==> src/rtl/cpu_defs.sv <==
// Shared encodings for the multicycle controller: widths, states, ALU ops,
// instruction op/ext fields, condition codes, PSR bit positions, mux selects.
package cpu_defs;

    localparam int unsigned DATA_W = 16;
    localparam int unsigned PC_W   = 16;

    typedef enum logic [2:0] {
        ST_FETCH   = 3'b000,
        ST_DECODE  = 3'b001,
        ST_EXEC    = 3'b010,
        ST_LOAD_WB = 3'b011
    } state_e;

    // ALU control codes
    localparam logic [3:0] ALU_ADD  = 4'b0000;
    localparam logic [3:0] ALU_SUB  = 4'b0001;
    localparam logic [3:0] ALU_AND  = 4'b0010;
    localparam logic [3:0] ALU_XOR  = 4'b0011;
    localparam logic [3:0] ALU_OR   = 4'b0100;
    localparam logic [3:0] ALU_CMP  = 4'b0101;
    localparam logic [3:0] ALU_MOV  = 4'b0110;
    localparam logic [3:0] ALU_LSH  = 4'b0111;
    localparam logic [3:0] ALU_LSHI = 4'b1000;
    localparam logic [3:0] ALU_LUI  = 4'b1001;
    localparam logic [3:0] ALU_RANI = 4'b1111;

    // Primary opcode IR[15:12]
    localparam logic [3:0] OP_REG   = 4'b0000;
    localparam logic [3:0] OP_ANDI  = 4'b0001;
    localparam logic [3:0] OP_ORI   = 4'b0010;
    localparam logic [3:0] OP_XORI  = 4'b0011;
    localparam logic [3:0] OP_MEM   = 4'b0100;
    localparam logic [3:0] OP_ADDI  = 4'b0101;
    localparam logic [3:0] OP_SHIFT = 4'b1000;
    localparam logic [3:0] OP_SUBI  = 4'b1001;
    localparam logic [3:0] OP_CMPI  = 4'b1011;
    localparam logic [3:0] OP_BCOND = 4'b1100;
    localparam logic [3:0] OP_MOVI  = 4'b1101;
    localparam logic [3:0] OP_RANI  = 4'b1110;
    localparam logic [3:0] OP_LUI   = 4'b1111;

    // Extended opcode IR[7:4]
    localparam logic [3:0] EXT_AND   = 4'b0001;
    localparam logic [3:0] EXT_OR    = 4'b0010;
    localparam logic [3:0] EXT_XOR   = 4'b0011;
    localparam logic [3:0] EXT_ADD   = 4'b0101;
    localparam logic [3:0] EXT_SUB   = 4'b1001;
    localparam logic [3:0] EXT_CMP   = 4'b1011;
    localparam logic [3:0] EXT_MOV   = 4'b1101;
    localparam logic [3:0] EXT_LSH   = 4'b0100;
    localparam logic [3:0] EXT_LOAD  = 4'b0000;
    localparam logic [3:0] EXT_STOR  = 4'b0100;
    localparam logic [3:0] EXT_JAL   = 4'b1000;
    localparam logic [3:0] EXT_JCOND = 4'b1100;

    // Branch/jump condition codes
    localparam logic [3:0] CC_EQ = 4'b0000;
    localparam logic [3:0] CC_NE = 4'b0001;
    localparam logic [3:0] CC_CS = 4'b0010;
    localparam logic [3:0] CC_CC = 4'b0011;
    localparam logic [3:0] CC_HI = 4'b0100;
    localparam logic [3:0] CC_LS = 4'b0101;
    localparam logic [3:0] CC_GT = 4'b0110;
    localparam logic [3:0] CC_LE = 4'b0111;
    localparam logic [3:0] CC_FS = 4'b1000;
    localparam logic [3:0] CC_FC = 4'b1001;
    localparam logic [3:0] CC_LO = 4'b1010;
    localparam logic [3:0] CC_HS = 4'b1011;
    localparam logic [3:0] CC_LT = 4'b1100;
    localparam logic [3:0] CC_GE = 4'b1101;
    localparam logic [3:0] CC_UC = 4'b1110;

    // PSR bit positions
    localparam int unsigned PSR_C = 0;
    localparam int unsigned PSR_F = 1;
    localparam int unsigned PSR_L = 2;
    localparam int unsigned PSR_Z = 3;
    localparam int unsigned PSR_N = 4;

    // Datapath mux selects
    localparam logic [1:0] WB_ALU  = 2'b00;
    localparam logic [1:0] WB_MEM  = 2'b01;
    localparam logic [1:0] WB_PC1  = 2'b10;
    localparam logic [1:0] PC_INC  = 2'b00;
    localparam logic [1:0] PC_DISP = 2'b01;
    localparam logic [1:0] PC_REG  = 2'b10;

endpackage

==> src/rtl/cond_eval.sv <==
// Branch/jump condition evaluation against the latched PSR.
module cond_eval
    import cpu_defs::*;
(
    input  logic [3:0] cond_i,
    input  logic [4:0] psr_i,
    output logic       taken_o
);

    logic c, f, l, z, n;
    assign c = psr_i[PSR_C];
    assign f = psr_i[PSR_F];
    assign l = psr_i[PSR_L];
    assign z = psr_i[PSR_Z];
    assign n = psr_i[PSR_N];

    // Condition code to taken decision; 1111 is never taken
    always_comb begin
        taken_o = 1'b0;
        case (cond_i)
            CC_EQ:   taken_o = z;
            CC_NE:   taken_o = !z;
            CC_CS:   taken_o = c;
            CC_CC:   taken_o = !c;
            CC_HI:   taken_o = l;
            CC_LS:   taken_o = !l;
            CC_GT:   taken_o = n;
            CC_LE:   taken_o = !n;
            CC_FS:   taken_o = f;
            CC_FC:   taken_o = !f;
            CC_LO:   taken_o = !l && !z;
            CC_HS:   taken_o = l || z;
            CC_LT:   taken_o = !n && !z;
            CC_GE:   taken_o = n || z;
            CC_UC:   taken_o = 1'b1;
            default: taken_o = 1'b0;
        endcase
    end

endmodule

==> src/rtl/cpu_controller.sv <==
// Multicycle fetch/decode/execute controller for the CR16-style datapath.
// Owns the IR and the architectural PSR; datapath controls are decoded from
// state and IR each cycle and forced idle while reset is asserted.
module cpu_controller
    import cpu_defs::*;
#(
    parameter int unsigned WIDTH = DATA_W
) (
    input  logic             clk,
    input  logic             reset,
    input  logic [WIDTH-1:0] mem_rdata,
    input  logic [4:0]       psr_in,
    output logic [3:0]       alucont,
    output logic [3:0]       rdest_sel,
    output logic [3:0]       rsrc_sel,
    output logic [WIDTH-1:0] imm,
    output logic             use_imm,
    output logic             reg_we,
    output logic [1:0]       wb_sel,
    output logic             ir_en,
    output logic             addr_sel,
    output logic             mem_we,
    output logic             pc_en,
    output logic [1:0]       pc_sel,
    output logic [4:0]       psr_q,
    output logic [2:0]       state_dbg
);

    state_e           state_q, state_d;
    logic [WIDTH-1:0] ir_q;
    logic [4:0]       psr_d;
    logic [3:0]       op, ext;
    logic [7:0]       imm8;
    logic [WIDTH-1:0] imm_s, imm_z, imm_sh;
    logic             taken;

    assign op        = ir_q[15:12];
    assign ext       = ir_q[7:4];
    assign imm8      = ir_q[7:0];
    assign rdest_sel = ir_q[11:8];
    assign rsrc_sel  = ir_q[3:0];
    assign state_dbg = state_q;

    assign imm_s  = {{(WIDTH-8){imm8[7]}}, imm8};
    assign imm_z  = WIDTH'(imm8);
    assign imm_sh = WIDTH'({ir_q[4], ir_q[3:0]});

    cond_eval u_cond_eval (
        .cond_i  (ir_q[11:8]),
        .psr_i   (psr_q),
        .taken_o (taken)
    );

    // State, IR and PSR registers
    always_ff @(posedge clk) begin
        if (reset) begin
            state_q <= ST_FETCH;
            ir_q    <= '0;
            psr_q   <= '0;
        end else begin
            state_q <= state_d;
            psr_q   <= psr_d;
            if (ir_en) begin
                ir_q <= mem_rdata;
            end
        end
    end

    // Next-state, datapath controls and PSR update
    always_comb begin
        state_d  = state_q;
        psr_d    = psr_q;
        ir_en    = 1'b0;
        alucont  = ALU_ADD;
        imm      = '0;
        use_imm  = 1'b0;
        reg_we   = 1'b0;
        wb_sel   = WB_ALU;
        addr_sel = 1'b0;
        mem_we   = 1'b0;
        pc_en    = 1'b0;
        pc_sel   = PC_INC;

        case (state_q)
            ST_FETCH: state_d = ST_DECODE;
            ST_DECODE: begin
                ir_en   = 1'b1;
                state_d = ST_EXEC;
            end
            ST_EXEC: begin
                pc_en   = 1'b1;
                state_d = ST_FETCH;
                case (op)
                    OP_REG: begin
                        case (ext)
                            EXT_ADD: begin reg_we = 1'b1; psr_d[1:0] = psr_in[1:0]; end
                            EXT_SUB: begin alucont = ALU_SUB; reg_we = 1'b1; psr_d[1:0] = psr_in[1:0]; end
                            EXT_CMP: begin alucont = ALU_CMP; psr_d[4:2] = psr_in[4:2]; end
                            EXT_AND: begin alucont = ALU_AND; reg_we = 1'b1; end
                            EXT_OR:  begin alucont = ALU_OR;  reg_we = 1'b1; end
                            EXT_XOR: begin alucont = ALU_XOR; reg_we = 1'b1; end
                            EXT_MOV: begin alucont = ALU_MOV; reg_we = 1'b1; end
                            default: ;
                        endcase
                    end
                    OP_ADDI: begin use_imm = 1'b1; imm = imm_s; reg_we = 1'b1; psr_d[1:0] = psr_in[1:0]; end
                    OP_SUBI: begin alucont = ALU_SUB; use_imm = 1'b1; imm = imm_s; reg_we = 1'b1; psr_d[1:0] = psr_in[1:0]; end
                    OP_CMPI: begin alucont = ALU_CMP; use_imm = 1'b1; imm = imm_s; psr_d[4:2] = psr_in[4:2]; end
                    OP_MOVI: begin alucont = ALU_MOV; use_imm = 1'b1; imm = imm_s; reg_we = 1'b1; end
                    OP_ANDI: begin alucont = ALU_AND; use_imm = 1'b1; imm = imm_z; reg_we = 1'b1; end
                    OP_ORI:  begin alucont = ALU_OR;  use_imm = 1'b1; imm = imm_z; reg_we = 1'b1; end
                    OP_XORI: begin alucont = ALU_XOR; use_imm = 1'b1; imm = imm_z; reg_we = 1'b1; end
                    OP_LUI:  begin alucont = ALU_LUI; use_imm = 1'b1; imm = imm_z; reg_we = 1'b1; end
                    OP_RANI: begin alucont = ALU_RANI; use_imm = 1'b1; imm = imm_z; reg_we = 1'b1; end
                    OP_SHIFT: begin
                        if (ext == EXT_LSH) begin
                            alucont = ALU_LSH;
                            reg_we  = 1'b1;
                        end else if (ext[3:1] == 3'b000) begin
                            alucont = ALU_LSHI;
                            use_imm = 1'b1;
                            imm     = imm_sh;
                            reg_we  = 1'b1;
                        end
                    end
                    OP_MEM: begin
                        case (ext)
                            EXT_LOAD: begin
                                addr_sel = 1'b1;
                                pc_en    = 1'b0;
                                state_d  = ST_LOAD_WB;
                            end
                            EXT_STOR: begin addr_sel = 1'b1; mem_we = 1'b1; end
                            EXT_JCOND: begin
                                if (taken) pc_sel = PC_REG;
                            end
                            EXT_JAL: begin reg_we = 1'b1; wb_sel = WB_PC1; pc_sel = PC_REG; end
                            default: ;
                        endcase
                    end
                    OP_BCOND: begin
                        imm = imm_s;
                        if (taken) pc_sel = PC_DISP;
                    end
                    default: ;
                endcase
            end
            ST_LOAD_WB: begin
                reg_we  = 1'b1;
                wb_sel  = WB_MEM;
                pc_en   = 1'b1;
                state_d = ST_FETCH;
            end
            default: state_d = ST_FETCH;
        endcase

        // Reset aborts the instruction: no writes of any kind this cycle
        if (reset) begin
            state_d  = ST_FETCH;
            psr_d    = '0;
            ir_en    = 1'b0;
            alucont  = ALU_ADD;
            imm      = '0;
            use_imm  = 1'b0;
            reg_we   = 1'b0;
            wb_sel   = WB_ALU;
            addr_sel = 1'b0;
            mem_we   = 1'b0;
            pc_en    = 1'b0;
            pc_sel   = PC_INC;
        end
    end

endmodule

==> config.mk <==
export PLATFORM = sky130hd
export DESIGN_NAME = cpu_controller
export DESIGN_NICKNAME = d
export VERILOG_FILES = /design/src/rtl/cpu_defs.sv /design/src/rtl/cond_eval.sv /design/src/rtl/cpu_controller.sv
export SDC_FILE = /design/constraint.sdc
export NUM_CORES = 1
export LEC_CHECK = 0
export CAP_MARGIN = 20
export CORE_MARGIN = 10
export CORE_UTILIZATION = 47
export CTS_CLUSTER_SIZE = 28
export DETAILED_ROUTE_END_ITERATION = 12
export PLACE_DENSITY = 0.86
export SETUP_SLACK_MARGIN = 0.2
export SLEW_MARGIN = 10
export SYNTH_ARGS = -nofsm -noshare
export SYNTH_HDL_FRONTEND = slang
export SYNTH_SLANG_ARGS = --single-unit
==> constraint.sdc <==
create_clock -name clk -period 4.76 [get_ports clk]
set_input_delay 0.714 -clock clk [delete_from_list [all_inputs] [get_ports clk]]
set_output_delay 0.714 -clock clk [all_outputs]
set_load 0.005 [all_outputs]
# Word-level counts from Yosys, hierarchy flattened
# Index checks and enable logic that the tools add are counted.
word_totals:
  reg_bits: 24
  in_bits: 23
  out_inout_bits: 46
  elab_cells: 125
classes:
  n_eq_ne: 41
  mux: 54
  reduce_logical: 26
op_table:
  columns: ["op", "n"]
  rows:
  - ["equality test 4 bit, second input constant", 19]
  - ["case mux 16 bit (3 select lines)", 1]
  - ["case mux 4 bit (10 select lines)", 1]
  - ["equality test 4 x 3 -> 1 bit, second input constant", 8]
  - ["two-way mux 16 bit", 2]
  - ["equality test 4 x 2 -> 1 bit, second input constant", 6]
  - ["two-way mux 1 bit", 22]
  - ["two-way mux 2 bit", 9]
  - ["case mux 3 bit (6 select lines)", 1]
  - ["two-way mux 4 bit", 4]
  - ["case mux 2 bit (2 select lines)", 4]
  - ["case mux 1 bit (15 select lines)", 1]
  - ["equality test 4 x 1 -> 1 bit, second input constant", 3]
  - ["logical NOT 4 bit", 3]
  - ["two-way mux 5 bit", 2]
  - ["OR reduction 5 bit", 2]
  - ["OR reduction 9 bit", 1]
  - ["OR reduction 8 bit", 1]
  - ["equality test 3 x 2 -> 1 bit, second input constant", 2]
  - ["logical NOT 3 bit", 2]
  - ["case mux 1 bit (2 select lines)", 3]
  - ["case mux 2 bit (3 select lines)", 1]
  - ["case mux 3 bit (2 select lines)", 1]
  - ["AND reduction 3 bit", 2]
  - ["other kinds (11)", 20]

# Depth between registers and ports, before layout
logic_depth:
  depth_word: 8
  ltp_mapped: 7
  ltp_nobuf: 5

# Cells and area by module
# A second synthesis with hierarchy kept.
unflattened:
  cells_unflattened: 258
  area_unflattened_um2: 1840.5
modules_own_cells:
  columns: ["mod", "instances", "cells_each", "area_each_um2", "seq_area_each_um2"]
  rows:
  - ["cpu_controller", 1, 233, 1660.3, 460.4]
  - ["cond_eval", 1, 25, 180.2, 0.0]

# Worst setup path after synthesis
# Ideal clock, no wire load.
synth_path:
  path_type: "input port to output port"
  startpoint: "input reset"
  endpoint: "output imm[10]"
  arrival_ps: 1766
  t_required_ps: 4046
  path_slack_ps: 2280
  path_stages: 5
  path_buffers: 2
  cell_sequence: "clkbuf_1 -> nor2_1 -> nand2_1 -> nor2_1 -> buf_4"
synth_between:
  elab_chain_len: 1
synth_lines:
  columns: ["item", "line", "text"]
  rows:
  - ["start, declared", "cpu_controller.sv:10", "input logic reset,"]
  - ["two-way mux 16 bit", "cpu_controller.sv:158", "if (reset) begin"]
  - ["end, declared", "cpu_controller.sv:16", "output logic [WIDTH-1:0] imm,"]
# No other way between the ends.

# Worst setup path in the final report
layout_path:
  startpoint: "input reset"
  endpoint: "output imm[4]"
# Same word-level chain as after synthesis.

==> reports/results.txt <==
PwrDens - 202.0 nW/um^2
Input/output buffers - 67
Core footprint - 3633 um^2
Number of H-tree levels - 1
Post-CTS Setup Bufs - 0
Outcome - completed
Synth warn - 0
Actual slew at the worst max-slew pin - 731.1 ps
Post-synth EDFFs - 0
Total Power - 0.0004679 W
Drt drc - 0
Hold Path Class - reg2reg
WP data required - 4050 ps
Post-synth ARST share - 0%
Routed wire length - 5103 um
Hold path depth - 2
DR WL/cell - 15.46 um
Vias in the first global route - 1642
1st-iter DRT viols - 157
Syn Area/Cell - 7.104 um^2
Total GRT Usage - 14.70%
Hold Buf Count CTS - 0
Final min period - 3494 ps
Crit path DAT - 2780 ps
Mapped Nets - 271
Worst skew pair latency - 260 ps
Dominant synthesized flop cell - dfxtp_1
M1 GR Usage - 18.35%
Final setup viols - 0
Post_cts resized - 0
Die area - 6598 um^2
Worst Clk Skew - 1.343 ps
CP max FO - 8
DIE HEIGHT - 81.23 um
CTS Buf Count - 3
Reg clk slew, reported paths - 80 ps
HPWL Detailed - 3801 um
Slew headroom - 51.26%
Largest net degree at the start of global routing - 23
RePlAce Congestion - 0.9566
Startpoint Class - primary input
CTS Root Cell - clkbuf_8
Worst r2r path cells - 5
Share of layout cells above drive strength 1 - 4.610%
Diode count - 0
Final net count - 306
CTS tree - built
Clock net sink count - 23
RSZ-0062 raised after global routing - no
IO Pins - 69
DRT Pass-1 Iters - 4
Synth-to-layout area growth - 31.46%
# rows - 22
Worst IR Drop VDD - 0.0001412 V
Crit. End Element - output port
Type of the worst setup path - in2out
Max Cap Violations - 0
Register area share after synthesis - 26.14%
Starting density of the core - 48.48%
Initial antenna violation count - 0
Final hold slack - 469.6 ps
Cell area after synthesis - 1762 um^2
Max Clk Rate - 286.2 MHz
Crit share post-route - 73.40%
Leakage power - 0.7888 nW
Setup TNS Final - 0 ps
Vias/cell - 5.473
Clock buffer depth - 2
Hold Vio Cnt, Final - 0
Met2 Use GR - 24.52%
Post-DRT Antenna Nets - 0
Post-Synthesis Cells - 248
Global-route wire length before repair - 7948 um
Synth cell types - 48
Met3 usage - 3.753%
Max Slew Vio Count - 0
Vias - 1806
GRT overflow - 0
Die width - 81.23 um
Layer with the highest usage - met2
Flops & latches, synth - 23
## registers in the layout, indices dropped and copies added, names as in the netlist
| register | flops |
|---|---|
| ir_q | 16 |
| psr_q | 5 |
| state_dbg | 2 |
## path summary, 6_finish.rpt
kind / startpoint / end / slack [ps]
worst max register to register: ir_q[14] / psr_q[0] / 2850
worst min register to register: ir_q[1] / ir_q[1] / 470
worst max-delay path: reset / imm[4] / 1270
worst min-delay path: ir_q[1] / ir_q[1] / 470
## placed cells by master (no fill, tap or decap), types with 4 or more instances in the layout
cell type and instances:
nand2_1 45, a21oi_1 23, mux2i_1 8, nor2_1 26, dfxtp_1 23, o21ai_0 9, nand3_1 5, nand2b_1 4
nor3b_1 7, clkdlybuf4s50_1 67, and2_1 7
## worst max-delay path, stage by stage
cell	delay (ps)
clkdlybuf4s50_1	570
or2_1	390
a21oi_1	400
and2_1	200
clkdlybuf4s50_1	510
## routing by layer
layer	share of wire, %	routed length [um]
met1	44	2225
met3	8.3	426
met2	47	2410
met4	0.78	40
met5	0	0
## logic make-up after synthesis
family | synth area share (%)
simple gates | 35.30
compound gates | 18.82
buf+inv | 13.49
flops | 26.14
mux | 4.546
xor+xnor | 1.492
other cells | 0.2129
## cells in the mapped netlist, types with 2 or more instances
library cell | number | area, um^2
nand4_1 | 3 | 18.77
a31oi_1 | 3 | 18.77
buf_6 | 2 | 22.52
o21ai_0 | 9 | 45.04
buf_1 | 3 | 11.26
nor3b_1 | 7 | 52.55
xor2_1 | 3 | 26.28
nand2b_1 | 4 | 25.02
and2b_1 | 3 | 22.52
o21ai_1 | 2 | 10.01
and2_1 | 7 | 43.79
buf_2 | 10 | 50.05
nand3b_1 | 3 | 22.52
a21oi_1 | 23 | 115.1
clkbuf_1 | 7 | 26.28
a211o_1 | 2 | 17.52
nor2_1 | 26 | 97.59
inv_1 | 2 | 7.510
nand3_1 | 5 | 25.02
mux2i_1 | 8 | 80.08
nor4_2 | 2 | 25.02
nand2b_4 | 2 | 27.53
dfxtp_1 | 23 | 460.4
nor3_1 | 3 | 15.01
a221oi_1 | 3 | 26.28
buf_4 | 16 | 120.1
nand2_1 | 45 | 168.9
nor2b_1 | 2 | 12.51
## area by class of cell
cell class | count | area (um^2)
clock buffers | 3 | 41.29
clock inverters | 1 | 5.005
fillers | 337 | 1318
inverters | 2 | 7.507
multi-input cells | 185 | 1064
flip-flops and latches | 23 | 460.4
well taps | 48 | 60.06
repair buffers | 68 | 678.2
## where the power goes
group / switching (W) / internal, W / leakage [nW]
Combinational: 0.0000513 / 0.0000606 / 0.576
Clock: 0.0000619 / 0.0000584 / 0.0255
Sequential: 0.0000324 / 0.000203 / 0.188
## stage by stage
stage | util (%) | worst slack (ps) | instances | instance area, um^2
after floorplan | - | 2280 | 248 | 1762
after global placement | 62.47 | 1319 | 326 | 2270
after global routing | 63.74 | 1152 | 330 | 2316
final | 63.74 | 1266 | 330 | 2316
after CTS | 63.74 | 1229 | 330 | 2316
after detailed placement | 62.47 | 1245 | 326 | 2270
No activity file was read; power rests on OpenSTA's default activity.
